<file path="config.mk">
export PLATFORM = sky130hd
export DESIGN_NAME = piso_tx
export DESIGN_NICKNAME = d
export VERILOG_FILES = /design/src/rtl/piso_pkg.sv /design/src/rtl/piso_bitcnt.sv /design/src/rtl/piso_tx.sv
export SDC_FILE = /design/constraint.sdc
export NUM_CORES = 1
export LEC_CHECK = 0
export ABC_AREA = 1
export CORE_AREA = 2 2 39 41
export CTS_BUF_LIST = sky130_fd_sc_hd__clkbuf_4
export DETAILED_ROUTE_END_ITERATION = 7
export DIE_AREA = 0 0 41 43
export PLACE_DENSITY = 0.69
export SYNTH_ARGS = -nofsm -noshare
export SYNTH_HDL_FRONTEND = slang
export SYNTH_SLANG_ARGS = --single-unit
</file>
<file path="constraint.sdc">
create_clock -name clk -period 3.1 [get_ports clk]
set_input_delay 0.465 -clock clk [delete_from_list [all_inputs] [get_ports clk]]
set_output_delay 0.465 -clock clk [all_outputs]
set_load 0.03 [all_outputs]
</file>
<file path="src/rtl/piso_pkg.sv">
// Shared types and defaults for the PISO serializer.
// The PARITY state only exists when PISO_PARITY_EN is defined.
package piso_pkg;

    localparam int DEF_WIDTH     = 4;
    localparam bit DEF_LSB_FIRST = 1'b1;

`ifdef PISO_PARITY_EN
    typedef enum logic [1:0] {
        IDLE   = 2'd0,
        SHIFT  = 2'd1,
        PARITY = 2'd2
    } state_t;
`else
    typedef enum logic [1:0] {
        IDLE   = 2'd0,
        SHIFT  = 2'd1
    } state_t;
`endif

endpackage

</file>
<file path="src/rtl/piso_bitcnt.sv">
// Loadable bit counter; tc_o flags the last bit position (WIDTH-1) of a frame.
module piso_bitcnt #(
    parameter int  WIDTH = 4,
    localparam int CW    = $clog2(WIDTH) + 1
) (
    input  logic clk,
    input  logic clear,
    input  logic load_i,
    input  logic en_i,
    output logic tc_o
);

    logic [CW-1:0] count_q;

    always_ff @(posedge clk or posedge clear) begin
        if (clear) begin
            count_q <= '0;
        end else if (load_i) begin
            count_q <= '0;
        end else if (en_i) begin
            count_q <= count_q + 1'b1;
        end
    end

    assign tc_o = (count_q == CW'(WIDTH - 1));

endmodule

</file>
<file path="src/rtl/piso_tx.sv">
// Parallel-in serial-out transmitter with back-to-back word acceptance.
// Optional trailing even-parity bit is enabled by defining PISO_PARITY_EN.
module piso_tx
    import piso_pkg::*;
#(
    parameter int WIDTH     = DEF_WIDTH,
    parameter bit LSB_FIRST = DEF_LSB_FIRST
) (
    input  logic             clk,
    input  logic             clear,
    input  logic [WIDTH-1:0] pi_data,
    input  logic             pi_valid,
    output logic             pi_ready,
    output logic             so,
    output logic             so_valid,
    output logic             frame_done
);

    state_t             state_q, state_d;
    logic [WIDTH-1:0]   shiftReg_q, shiftReg_d;
    logic               so_q, so_d;
    logic               soValid_q, soValid_d;
    logic               cntTc;
    logic               xfer;
`ifdef PISO_PARITY_EN
    logic               parity_q, parity_d;
`endif

    assign xfer = pi_valid && pi_ready;

    piso_bitcnt #(.WIDTH(WIDTH)) u_bitcnt (
        .clk    (clk),
        .clear  (clear),
        .load_i (xfer),
        .en_i   (state_q == SHIFT),
        .tc_o   (cntTc)
    );

    always_ff @(posedge clk or posedge clear) begin
        if (clear) begin
            state_q <= IDLE;
        end else begin
            state_q <= state_d;
        end
    end

    always_comb begin
        state_d = state_q;
        unique case (state_q)
            IDLE:  if (xfer) state_d = SHIFT;
            SHIFT: begin
                if (cntTc) begin
`ifdef PISO_PARITY_EN
                    state_d = PARITY;
`else
                    state_d = xfer ? SHIFT : IDLE;
`endif
                end
            end
`ifdef PISO_PARITY_EN
            PARITY: state_d = xfer ? SHIFT : IDLE;
`endif
            default: state_d = IDLE;
        endcase
    end

    // The frame's closing cycle both accepts the next word and marks completion.
    always_comb begin
        pi_ready   = 1'b0;
        frame_done = 1'b0;
        if (!clear) begin
            unique case (state_q)
                IDLE: pi_ready = 1'b1;
`ifdef PISO_PARITY_EN
                SHIFT: begin
                    pi_ready   = 1'b0;
                    frame_done = 1'b0;
                end
                PARITY: begin
                    pi_ready   = 1'b1;
                    frame_done = 1'b1;
                end
`else
                SHIFT: begin
                    pi_ready   = cntTc;
                    frame_done = cntTc;
                end
`endif
                default: pi_ready = 1'b0;
            endcase
        end
    end

    // First bit is emitted straight from pi_data so it appears one cycle after the transfer.
    always_comb begin
        so_d       = 1'b0;
        soValid_d  = 1'b0;
        shiftReg_d = shiftReg_q;
`ifdef PISO_PARITY_EN
        parity_d   = parity_q;
`endif
        if (xfer) begin
            soValid_d = 1'b1;
            if (LSB_FIRST) begin
                so_d       = pi_data[0];
                shiftReg_d = {1'b0, pi_data[WIDTH-1:1]};
            end else begin
                so_d       = pi_data[WIDTH-1];
                shiftReg_d = {pi_data[WIDTH-2:0], 1'b0};
            end
`ifdef PISO_PARITY_EN
            parity_d = ^pi_data;
`endif
        end else if (state_q == SHIFT && !cntTc) begin
            soValid_d = 1'b1;
            if (LSB_FIRST) begin
                so_d       = shiftReg_q[0];
                shiftReg_d = shiftReg_q >> 1;
            end else begin
                so_d       = shiftReg_q[WIDTH-1];
                shiftReg_d = shiftReg_q << 1;
            end
`ifdef PISO_PARITY_EN
        end else if (state_q == SHIFT) begin
            so_d      = parity_q;
            soValid_d = 1'b1;
`endif
        end
    end

    always_ff @(posedge clk or posedge clear) begin
        if (clear) begin
            shiftReg_q <= '0;
            so_q       <= 1'b0;
            soValid_q  <= 1'b0;
`ifdef PISO_PARITY_EN
            parity_q   <= 1'b0;
`endif
        end else begin
            shiftReg_q <= shiftReg_d;
            so_q       <= so_d;
            soValid_q  <= soValid_d;
`ifdef PISO_PARITY_EN
            parity_q   <= parity_d;
`endif
        end
    end

    assign so       = so_q;
    assign so_valid = soValid_q;

endmodule
</file>
After elaboration in Yosys (flattened, before gate mapping)
Cells that the tools add are included.
{ "word_totals": {"ff_bits": 11, "latch_bits": 0, "mem_bits_rw": 0, "romBits": 0, "in_bits": 7, "output_inout_bits": 4, "elab_cells": 33, "memories": 0} }
{ "classes": {"n_addsub": 1, "multipliers": 0, "n_div": 0, "n_lt_le_gt_ge": 0, "eq_ne": 4, "shift": 0, "mux": 16, "bitwise": 0, "n_reduce_logical": 7} }
{ "op_table": {"columns": ["operator", "count"], "rows": [
  ["$mux W1", 8],
  ["$mux W4", 2],
  ["$mux W3", 2],
  ["$mux W2", 2],
  ["$ne A2 B2 Y1 const B", 2],
  ["$pmux W2 S2", 1],
  ["$reduce_bool A2 Y1", 2],
  ["$add A3 B1 Y3 const B", 1],
  ["$eq A3 B2 Y1 const B", 1],
  ["$eq A2 B1 Y1 const B", 1],
  ["$logic_and A1 B1 Y1", 2],
  ["$logic_not A2 Y1", 1],
  ["$pmux W1 S2", 1],
  ["$reduce_and A2 Y1", 1],
  ["$logic_not A1 Y1", 1]
]} }

Longest topological paths before layout
Gate-level depths: netlist of run 1.
{ "logic_depth": {"depth_word": 7, "depth_mapped": 7, "ltp_nobuf": 7} }

By module
Synthesis of run 1 repeated with hierarchy kept, for this count alone.
{ "unflattened": {"hier_cells": 52, "hier_area_um2": 452.9} }
{ "modules_own_cells": {"columns": ["module", "instances", "cells_each", "area_per_inst_um2", "seq_area_each_um2"], "rows": [
  ["piso_tx", 1, 32, 290.3, 150.1],
  ["piso_bitcnt", 1, 20, 162.7, 75.1]
]} }

Worst setup path before layout of run 1
OpenSTA, ideal clock, no wires.
{ "synth_path": {"path_kind": "register to output", "from": "register u_bitcnt.count_q[0]", "to": "output port frame_done", "arrival_time_ps": 1437, "t_required_ps": 2635, "slack_ps": 1198, "path_stages_with_launch": 5, "path_buffers": 0, "cell_sequence": "dfrtp_1 ha_1 ha_1 inv_1 nor3_1"} }
{ "synth_via": {"elab_chain_cells": 3} }
{ "synth_rtl": {"columns": ["element", "line_no", "source"], "rows": [
  ["start, declared", "piso_bitcnt.sv:13", "logic [CW-1:0] count_q;"],
  ["start signal, assigned", "piso_bitcnt.sv:21", "count_q <= count_q + 1'b1;"],
  ["$eq A3 B2 Y1", "piso_bitcnt.sv:25", "assign tc_o = (count_q == CW'(WIDTH - 1));"],
  ["$mux W1", "piso_tx.sv:72", "unique case (state_q)"],
  ["$mux W1", "piso_tx.sv:71", "if (!clear) begin"],
  ["end, declared", "piso_tx.sv:16", "output logic frame_done"]
]} }
No other way between the ends.

Worst setup path after layout of run 1
Ends and elaborated chain as after synthesis.

==> results.toml, run 1 <==
[global_routing]
met3_usage = 0.0838
grt_util_met1 = 0.162
antenna_found_initial = 0
grt_max_degree = 13
met2_usage = 0.144
grt_pass1_wl_um = 1390
grt_pass1_vias = 329
grt_usage = 0.122
top_usage_layer = "met1"
gr-total-overflow = 0

[routing]
dr.pass1.iters = 4
finalWirelength_um = 858
postRouteAntennaNets = 0
drc = 0
vias = 368
post_drt_wl_per_cell_um = 11.0
first_iter_violations = 8
viasPerCell = 4.72

[synth]
seq_area_frac_synth = 0.493
synth_edf_count = 0
syn_area_per_cell_um2 = 9.51
ys_ff_latch = 9
synth_top_family_by_area = "simple AND/OR/NAND/NOR gates"
muxShareOfSynthArea = 0
ys.flop_type = "dfrtp_1"
synth_adder_area_share = 0.0548
synth_xor_area_frac = 0
netlist_instances = 48
syn_area_um2 = 457
synth-warning-count = 0
synth-async-reset-ratio = 1.00
syn_nets = 57
synthSimpleGateAreaFrac = 0.334
synth_area_leaders = "dfrtp_1, nand3_1, nand2_1, ha_1, inv_1"
synth_compound_area_frac = 0.0521
synth_commonest_cells = "dfrtp_1, nand2_1, nand3_1"
synth_top_area_frac = 0.493
synth_area_leader_cell = "dfrtp_1"
synth_cell_types = 15

[run_status]
outcome = "finished clean"

[floorplanning]
core_area_um2 = 1380
die-width_um = 41
start_util = 0.330
ios = 11
dieArea_um2 = 1760
rows = 14
die_y_um = 43

[power_and_ir_drop]
pwr-share-clk = 0.175
vdd_drop_max_mv = 0.445
pwr-share-comb = 0.462
p_int_uw = 330
leakage_nw = 0.296
power_density_nw_per_um2 = 920
p_switching_uw = 228
p_sw_frac = 0.409
p_seq_frac = 0.362

[placement]
port_buffers = 10
dp_hpwl_um = 609
gp_congestion = 0.747
post-place-cells = 74
dpl_cell_area_um2 = 577

[clock_tree]
hold_buffers = 0
cts_buffer_depth = 2
clk_pin_slew_ns = 0.06
post_cts_resized = 0
cts_tree = "done"
numCtsBuffers = 3
clkSinkCount = 9
cts-root-buf = "clkbuf_4"
post-cts-setup-buffers = 0
insertion_delay_ns = 0.26
htreeDepth = 1

[cells_and_area]
drive_gt1_frac = 0.194
finalInstanceArea_um2 = 607
finalNetCount = 72
syn_to_final_growth_pct = 32.9
final_cells = 78
ff_latch_area_um2 = 225
multi_input_area_um2 = 201
n_antenna_cell = 0
fillers = 146

[sta]
hold_viol_final = 0
worst_slew_pin_slew_ns = 0.302
slew_viol_final = 0
final.setup_skew_ns = 0.00416
finalCritPeriodShare = 0.794
rsz0062_at_grt = "no"
finalSetupViolCount = 0
finalSetupTns_ns = 0
fmax_mhz = 406
worst_slew_margin_rel = 0.798
fin_crit_ns = 2.46

[setup_path]
cp.arrival_ns = 2.00
crit_required_ns = 2.63
critPathMaxFanout = 3
crit_type = "reg2out"
setup.worst_path.start_class = "flop"
end_kind = "output port"

[job]
drv_cap = 0

[worst_hold_path]
hold_class = "reg2reg"
-- worst max-delay path: stages, from the launching register on --
cell and delay [ns]:
dfrtp_1 0.37, ha_1 0.17, ha_1 0.21, inv_1 0.10, nor3_1 0.17, clkdlybuf4s50_1 0.70
-- routing by layer --
layer	up-vias	routed length [um]
li1	188	-
met2	12	357
met3	2	83
met1	166	408
met5	-	0
met4	0	8
-- power by group through the flow --
stage	Sequential (mW)	Clock, mW	Combinational [mW]
6_report	0.202	0.0979	0.258
5_1_grt	0.209	0.109	0.290
4_1_cts	0.202	0.102	0.260
3_5_place_dp	0.205	0	0.259
3_3_place_gp	0.203	0	0.254
2_1_floorplan	0.222	0	0.163
-- area by class of cell --
type	instances	share of cell area
clock buffer	4	0.0495
sequential	9	0.371
inverter	8	0.0495
timing repair buffer	10	0.165
multi-input combinational	31	0.332
tap	16	0.0330
-- flip-flops by register name, summed over array words and instances (netlist names) --
signal	flops
shiftReg_q	3
u_bitcnt.count_q	3
so	1
so_valid	1
state_q	1
-- cells by family (layout without fill, tap and decap cells) --
family | count (synthesis) | in the layout
compound gates | 3 | 3
fa+ha+maj | 2 | 2
buf+inv | 8 | 22
flops | 9 | 9
simple gates | 26 | 26
-- metrics by stage --
step                      hold WS (ns)   util  total power, mW  setup WS [ns]
after CTS                        0.495  0.439            0.564          0.644
after detailed placement         0.479  0.417            0.464          0.723
after floorplan                  0.269      -            0.385           1.20
final                            0.495  0.439            0.558          0.640
after global routing             0.541  0.439            0.607          0.540
after global placement           0.476  0.417            0.457          0.758
-- cells in the final DEF, fill, tap and decap left out, drive strengths merged --
cell type and count:
ha 2, nand4 2, o211ai 2, dfrtp 9, clkdlybuf4s50 10, nand2 10, nor2 2, nand3 11
inv 8, o21ai 1, clkbuf 4, nor3 1
-- worst paths after layout --
check	start	slack [ns]	cells past startpoint	to
setup / recovery	u_bitcnt.count_q[0]	0.64	5	frame_done
min in group asynchronous	clear	0.60	2	shiftReg_q[1]
hold / removal	shiftReg_q[0]	0.49	2	so
max in group asynchronous	clear	2.29	2	state_q[0]
hold reg to reg	shiftReg_q[0]	0.49	2	so
setup reg to reg	u_bitcnt.count_q[0]	1.68	7	u_bitcnt.count_q[2]
(Power assumes the default switching activity.)
==> run 2: changes to the inputs <==
- PLACE_DENSITY: 0.69 -> 0.71
- clock period: 3.1 -> 2.25 ns (I/O delays scaled with it)
==> results.toml, run 2 (synthesis gave the netlist of run 1 again) <==
[power_and_ir_drop]
power_density_nw_per_um2 = 1280
pwr-share-clk = 0.186
vdd_drop_max_mv = 0.412
p_int_uw = 447
p_seq_frac = 0.361
leakage_nw = 0.304
pwr-share-comb = 0.453
p_switching_uw = 329
p_sw_frac = 0.424

[floorplanning]
dieArea_um2 = 1760
start_util = 0.330
core_area_um2 = 1380
die-width_um = 41
ios = 11
rows = 14
die_y_um = 43

[setup_path]
cp_cell_sequence = "ha_1, ha_1, nor2_4, nor2_2, dlygate4sd2_1"
cp_slowest_cell = "dfrtp_1"
crit_type = "reg2out"
setup.worst_path.start_class = "flop"
crit_required_ns = 1.91
end_kind = "output port"
crit_path_max_incr_delay_ns = 0.40
cpMostUsedCell = "ha_1"
critPathMaxFanout = 4
cp.arrival_ns = 1.66

[routing]
first_iter_violations = 3
post_drt_wl_per_cell_um = 12.1
postRouteAntennaNets = 0
viasPerCell = 4.88
drc = 0
dr.pass1.iters = 4
finalWirelength_um = 944
vias = 381

[placement]
dp_hpwl_um = 662
gp_congestion = 0.770
dpl_cell_area_um2 = 577
post-place-cells = 74
port_buffers = 10

[global_routing]
grt_pass1_wl_um = 1540
gr-total-overflow = 0
grt_usage = 0.141
grt_pass1_vias = 370
grt_max_degree = 13
antenna_found_initial = 0

[clock_tree]
clk_pin_slew_ns = 0.07
htreeDepth = 1
hold_buffers = 0
cts_tree = "done"
insertion_delay_ns = 0.27
post-cts-setup-buffers = 0
post_cts_resized = 2
clkSinkCount = 9
cts-root-buf = "clkbuf_4"
numCtsBuffers = 3
cts_buffer_depth = 2

[cells_and_area]
final_cells = 78
final_cell_mix = "nand2_1, nand3_1, dfrtp_1"
finalInstanceArea_um2 = 604
top_regs = "shiftReg_q (3), u_bitcnt.count_q (3)"
drive_gt1_frac = 0.194
fillers = 138
finalNetCount = 72
ff_latch_area_um2 = 225
syn_to_final_growth_pct = 32.3
multi_input_area_um2 = 201
n_antenna_cell = 0

[sta]
worst_slew_pin_slew_ns = 0.300
fin_crit_ns = 2.00
final.setup_skew_ns = 0.00780
hold_viol_final = 0
finalCritPeriodShare = 0.889
worst_slew_margin_rel = 0.799
finalSetupViolCount = 0
rsz0062_at_grt = "no"
finalSetupTns_ns = 0
fmax_mhz = 500
slew_viol_final = 0

[job]
drv_cap = 0

[run_status]
outcome = "finished clean"

[worst_hold_path]
hold_class = "in2async"
## run 2: cell types whose count changed in the layout (fill, tap and decap cells not counted), sizes merged
cell / before / now
clkdlybuf4s50: 10 / 8
dlygate4sd2: 0 / 2
## run 2: final timing paths
kind / start / endpoint / slack (ns) / cells past startpoint
setup / recovery: u_bitcnt.count_q[0] / pi_ready / 0.25 / 5
hold / removal: clear / shiftReg_q[1] / 0.45 / 2
setup reg to reg: u_bitcnt.count_q[0] / u_bitcnt.count_q[1] / 0.83 / 7
hold reg to reg: shiftReg_q[0] / so / 0.49 / 2
max in group asynchronous: clear / u_bitcnt.count_q[2] / 1.58 / 2
min in group clk: shiftReg_q[0] / so / 0.49 / 2
## run 2: power groups by stage
stage	logic [mW]	registers (mW)	clock network [mW]
final	0.352	0.280	0.144
after global routing	0.393	0.288	0.164
after CTS	0.356	0.279	0.152
after detailed placement	0.359	0.282	0
after global placement	0.350	0.279	0
after floorplan	0.225	0.305	0
## run 2: worst max-delay path, delay by kind of cell (launching register included)
family	cells	cell delay, ns
buffers and inverters	1	0.36
AND/OR/NAND/NOR	2	0.21
flip-flops	1	0.40
adder cells (fa/ha/maj)	2	0.43
## run 2: per-layer routing
| metal | global-route usage | share of wire | vias up |
|---|---|---|---|
| li1 | - | - | 188 |
| met4 | 0.100 | 0.023 | 0 |
| met5 | 0 | 0 | - |
| met2 | 0.194 | 0.46 | 12 |
| met1 | 0.156 | 0.44 | 177 |
| met3 | 0.0785 | 0.073 | 4 |
## run 2: through the flow
step                setup slack, ns  power (mW)  hold WS (ns)   util
global placement              0.173       0.629         0.478  0.417
detailed placement            0.133       0.642         0.478  0.417
global route                  0.132       0.845         0.478  0.437
finish                        0.250       0.776         0.453  0.437
CTS                           0.221       0.787         0.443  0.437
floorplan                     0.476       0.530         0.142      -
## run 2: layout make-up
type / instances / share of cell area
inverter: 8 / 0.0497
sequential: 9 / 0.373
multi-input combinational: 31 / 0.333
tap: 16 / 0.0331
timing repair buffer: 10 / 0.161
clock buffer: 4 / 0.0497
